$ cat src/rtl/reaction_timer.sv
// Reaction timer: random wait, go cue, then time the button press in ms.
// A false start (press while waiting) and no press at all (timeout) are both reported.
module reaction_timer #(
  parameter int unsigned FREQ         = 100_000_000,
  parameter int unsigned MIN_DELAY_MS = 1000,
  parameter int unsigned RAND_BITS    = 11,
  parameter int unsigned MAX_MS       = 9999
) (
  input  logic        clk,
  input  logic        rstn,
  input  logic        press,
  output logic        led_go,
  output logic        busy,
  output logic [13:0] result_ms,
  output logic        result_valid,
  output logic        early,
  output logic        timeout
);

  localparam int unsigned TickDiv = FREQ / 1000;
  localparam int unsigned PrescW  = (TickDiv > 1) ? $clog2(TickDiv) : 1;
  localparam logic [PrescW-1:0] PrescLast = PrescW'(TickDiv - 1);
  localparam logic [13:0] MsMax    = 14'(MAX_MS);
  localparam logic [15:0] MinDelay = 16'(MIN_DELAY_MS);

  typedef enum logic [1:0] {StIdle, StWait, StGo, StDone} state_e;

  state_e            state_q, state_d;
  logic [PrescW-1:0] presc_q, presc_d;
  logic [13:0]       ms_q, ms_d;
  logic [15:0]       delay_q, delay_d;
  logic [15:0]       lfsr_q, lfsr_d;
  logic              led_go_q, led_go_d;
  logic              busy_q, busy_d;
  logic [13:0]       result_q, result_d;
  logic              valid_q, valid_d;
  logic              early_q, early_d;
  logic              timeout_q, timeout_d;
  logic              tick;
  logic              entry;
  logic              timing;

  assign tick   = (presc_q == PrescLast);
  assign timing = (state_q == StWait) || (state_q == StGo);

  // Next-state and result flags; press always has priority over the timed conditions.
  always_comb begin
    state_d   = state_q;
    result_d  = result_q;
    early_d   = early_q;
    timeout_d = timeout_q;
    valid_d   = 1'b0;
    unique case (state_q)
      StIdle: begin
        if (press) state_d = StWait;
      end
      StWait: begin
        if (press) begin
          state_d   = StDone;
          early_d   = 1'b1;
          timeout_d = 1'b0;
          result_d  = '0;
          valid_d   = 1'b1;
        end else if ({2'b00, ms_q} == delay_q) begin
          state_d = StGo;
        end
      end
      StGo: begin
        if (press) begin
          state_d   = StDone;
          early_d   = 1'b0;
          timeout_d = 1'b0;
          result_d  = ms_q;
          valid_d   = 1'b1;
        end else if (ms_q == MsMax) begin
          state_d   = StDone;
          early_d   = 1'b0;
          timeout_d = 1'b1;
          result_d  = MsMax;
          valid_d   = 1'b1;
        end
      end
      StDone: begin
        if (press) state_d = StWait;
      end
      default: state_d = StIdle;
    endcase
    entry    = (state_d != state_q);
    led_go_d = (state_d == StGo);
    busy_d   = (state_d == StWait) || (state_d == StGo);
  end

  // Prescaler, ms counter, delay latch and LFSR; both counters restart on every state entry.
  always_comb begin
    presc_d = presc_q + 1'b1;
    if (entry || tick) presc_d = '0;
    ms_d = ms_q;
    if (entry) begin
      ms_d = '0;
    end else if (tick && timing && (ms_q != MsMax)) begin
      ms_d = ms_q + 14'd1;
    end
    delay_d = delay_q;
    if (entry && (state_d == StWait)) delay_d = MinDelay + 16'(lfsr_q[RAND_BITS-1:0]);
    // x^16+x^14+x^13+x^11+1, Fibonacci form shifting right
    lfsr_d = {lfsr_q[0] ^ lfsr_q[2] ^ lfsr_q[3] ^ lfsr_q[5], lfsr_q[15:1]};
  end

  // State and output registers.
  always_ff @(posedge clk or negedge rstn) begin
    if (!rstn) begin
      state_q   <= StIdle;
      presc_q   <= '0;
      ms_q      <= '0;
      delay_q   <= '0;
      lfsr_q    <= 16'hACE1;
      led_go_q  <= 1'b0;
      busy_q    <= 1'b0;
      result_q  <= '0;
      valid_q   <= 1'b0;
      early_q   <= 1'b0;
      timeout_q <= 1'b0;
    end else begin
      state_q   <= state_d;
      presc_q   <= presc_d;
      ms_q      <= ms_d;
      delay_q   <= delay_d;
      lfsr_q    <= lfsr_d;
      led_go_q  <= led_go_d;
      busy_q    <= busy_d;
      result_q  <= result_d;
      valid_q   <= valid_d;
      early_q   <= early_d;
      timeout_q <= timeout_d;
    end
  end

  assign led_go       = led_go_q;
  assign busy         = busy_q;
  assign result_ms    = result_q;
  assign result_valid = valid_q;
  assign early        = early_q;
  assign timeout      = timeout_q;

endmodule

$ cat config.mk
export PLATFORM = sky130hd
export DESIGN_NAME = reaction_timer
export DESIGN_NICKNAME = d
export VERILOG_FILES = /design/src/rtl/reaction_timer.sv
export SDC_FILE = /design/constraint.sdc
export NUM_CORES = 1
export LEC_CHECK = 0
export CORE_MARGIN = 2
export CORE_UTILIZATION = 40
export CTS_BUF_LIST = sky130_fd_sc_hd__clkbuf_8 sky130_fd_sc_hd__clkbuf_16
export CTS_CLUSTER_SIZE = 25
export DETAILED_ROUTE_END_ITERATION = 10
export PLACE_DENSITY = 0.54
export SLEW_MARGIN = 40
export SYNTH_ARGS = -nofsm -noshare
export SYNTH_HDL_FRONTEND = slang
export SYNTH_SLANG_ARGS = --single-unit
$ cat constraint.sdc
create_clock -name clk -period 5.55 [get_ports clk]
set_clock_uncertainty 0.05 [all_clocks]
set_input_delay 0.555 -clock clk [delete_from_list [all_inputs] [get_ports clk]]
set_output_delay 0.555 -clock clk [all_outputs]
set_load 0.02 [all_outputs]
==> impl_metrics.py <==
metrics = {
    "run_status": {
        "status": "finished, final reports clean",
    },
    "synthesis": {
        "synth.distinct_cells": 43,
        "synth-async-reset-ratio_pct": 100,
        "syn_area_per_cell_um2": 10.2,
        "synth_area_leader_cell": "dfrtp_1",
        "synth_edf_count": 0,
        "synthCells": 370,
        "synth_top_area_share_pct": 47.5,
        "synth_ff_type": "dfrtp_1",
        "synth-seq-cells": 80,
        "syn_nets": 381,
        "yosysWarnings": 0,
        "seq_area_frac_synth_pct": 53.1,
        "synth_area_leaders": "dfrtp_1 48%, dfstp_2 5.5%, xnor2_1 5.5%",
        "syn_area_um2": 3790,
    },
    "floorplanning": {
        "fp.dieW_um": 101,
        "ios": 22,
        "core_um2": 9240,
        "die_h_um": 101,
        "initial_core_util_pct": 41.0,
        "die-area_um2": 10300,
        "num_rows": 35,
    },
    "routing": {
        "drt.antenna.violating_nets": 0,
        "dr.pass1.iters": 4,
        "vias_per_cell": 4.91,
        "initialDrtViolationCount": 64,
        "post_drt_wl_per_cell_um": 13.7,
        "routed_wl_um": 7150,
        "vias": 2558,
        "drc": 0,
    },
    "global_route": {
        "grt_pass1_vias": 2574,
        "grt_max_degree": 81,
        "antenna_found_initial": 0,
        "overflow": 0,
        "grtUsageTotal_pct": 15.9,
        "grt_pass1_wl_um": 12800,
    },
    "clocking": {
        "numCtsBuffers": 9,
        "clk_latency_ns": 0.36,
        "path_clk_slew_ns": 0.08,
        "cts_buffer_depth": 2,
        "cts_tree": "yes",
        "cts_hold_buf": 0,
        "clock-sinks": 80,
        "cts_resized": 0,
        "cts_setup_buffers": 0,
        "cts-root-buf": "clkbuf_8",
        "htree_levels": 3,
    },
    "place": {
        "routabilityCongestion": 0.760,
        "dp_hpwl_um": 4970,
        "place_ws_ns": 2.30,
        "portBuffers": 21,
    },
    "pwr": {
        "p_int_uw": 1220,
        "pwr-share-seq_pct": 36.4,
        "switching_share_pct": 37.8,
        "leakagePower_uw": 0.00186,
        "combPwrFrac_pct": 37.4,
        "p_switching_uw": 741,
        "irDropWorstVdd_uv": 178,
        "p_per_area_nw_per_um2": 451,
        "pwr-share-clk_pct": 26.2,
    },
    "sta": {
        "hold_ws_ns": 0.168,
        "final-setup-viol-count": 0,
        "worst_slack_ns": 2.33,
        "tns_ns": 0,
        "fin_crit_sh_pct": 58.0,
        "period_needed_ns": 3.22,
        "slew_headroom_pct": 49.3,
        "worst_slew_pin_slew_ns": 0.754,
        "max_freq_mhz": 311,
        "rsz0062_at_grt": "no",
        "maxSlewViolCount": 0,
        "hold_violations": 0,
    },
    "min_path": {
        "hold_class": "in2async",
    },
    "critical_path": {
        "crit-reg2reg-capture": "delay_q[5]",
        "critPathLaunchType": "flip-flop",
        "crit_type": "reg2reg",
        "worstPathArrival_ns": 3.41,
        "r2r_cells": 10,
        "r2r_slack_ns": 2.33,
        "worstPathRequired_ns": 5.74,
        "crit_end": "delay_q[5]",
        "crit_path_end_kind": "flip-flop",
        "crit_start": "ms_q[0]",
        "cp_max_fo": 10,
        "rr_startpoint": "ms_q[0]",
    },
    "final_layout": {
        "num_antenna_cells": 0,
        "drive_gt1_share_pct": 10.5,
        "area_growth_pct": 14.8,
        "fin_nets": 398,
    },
    "run": {
        "maxCapViolCount": 0,
    },
}
layout make-up:
class / instances / area (um^2)
fill: 881 / 4880
clock inverter: 7 / 120
clock buffer: 9 / 124
inverter: 14 / 52.6
tap: 129 / 161
sequential: 80 / 2010
multi-input combinational: 260 / 1670
timing repair buffer: 22 / 219
state kept, by name, summed over array words and instances (netlist names):
signal        cells
busy              1
delay_q          12
early             1
led_go            1
lfsr_q           16
ms_q             14
presc_q          17
result_ms        14
result_valid      1
state_q           2
timeout           1
worst max-delay path, cell delays in order, from the launching register on:
cell and delay, ns:
dfrtp_1 0.46, ha_1 0.20, nand3_1 0.22, or4_1 0.71, inv_1 0.10, nand2_1 0.08
a32oi_1 0.34, ha_1 0.23, o31ai_2 0.14, nor2_8 0.22, mux2_2 0.35
logic make-up (layout without fill, tap and decap cells):
family	Yosys count	count (layout)	share of synthesized area [%]
AO/OA/AOI/OAI	54	54	8.02
buffers and inverters	30	52	3.07
AND/OR/NAND/NOR	139	139	18.9
flip-flops	80	80	53.1
XOR/XNOR	47	47	10.9
adder cells (fa/ha/maj)	8	8	2.64
multiplexers	12	12	3.50
cell usage in the layout (no fill, tap or decap), types with 4 or more instances in the layout:
| master | n |
|---|---|
| nand3_1 | 18 |
| xor2_1 | 23 |
| and3_1 | 4 |
| nor3_1 | 11 |
| nor2b_1 | 4 |
| clkbuf_8 | 9 |
| nor4_1 | 4 |
| inv_1 | 14 |
| o21ai_0 | 33 |
| nand2_1 | 31 |
| dfstp_2 | 8 |
| mux2_2 | 8 |
| dfrtp_1 | 72 |
| nor2_1 | 43 |
| a21oi_1 | 10 |
| clkdlybuf4s50_1 | 20 |
| xnor2_1 | 24 |
| ha_1 | 7 |
cell usage after synthesis (3+ instances only):
| library cell | instances |
|---|---|
| a21oi_1 | 10 |
| and3_1 | 4 |
| buf_2 | 3 |
| clkbuf_1 | 13 |
| dfrtp_1 | 72 |
| dfstp_2 | 8 |
| ha_1 | 8 |
| inv_1 | 14 |
| mux2_2 | 8 |
| nand2_1 | 31 |
| nand3_1 | 18 |
| nand4_1 | 3 |
| nand4b_1 | 3 |
| nor2_1 | 43 |
| nor2b_1 | 4 |
| nor3_1 | 11 |
| nor4_1 | 4 |
| o21ai_0 | 33 |
| o31ai_1 | 3 |
| xnor2_1 | 24 |
| xor2_1 | 23 |
worst min path at each step:
stage,endpoint,start
2_1_floorplan,busy,rstn
3_3_place_gp,lfsr_q[11],lfsr_q[12]
3_5_place_dp,lfsr_q[13],lfsr_q[14]
4_1_cts,result_ms[3],rstn
5_1_grt,result_ms[3],rstn
6_report,result_ms[3],rstn
power groups by stage:
stage	clock network, uW	registers, uW	logic (uW)
after floorplan	0	769	486
after global placement	0	725	732
after detailed placement	0	728	743
after CTS	529	716	742
after global routing	554	725	836
final	514	716	734
metal layers:
layer  wire [um]  global-route usage [%]  share of wire, %  vias up
li1            -                       -                 -     1287
met1        3520                    21.4                49     1219
met2        3280                    25.1                46       37
met3         232                    3.93               3.2       15
met4         120                    6.13               1.7        0
met5           0                       0                 0        -
stage by stage:
stage | utilization [%] | power (uW) | instances | area, um^2
after floorplan | - | 1250 | 370 | 3790
after global placement | 44.4 | 1460 | 505 | 4110
after detailed placement | 44.5 | 1470 | 505 | 4110
after CTS | 47.1 | 1990 | 521 | 4350
after global routing | 47.1 | 2120 | 521 | 4360
final | 47.1 | 1960 | 521 | 4360
Power figures use the tool's default switching activity.
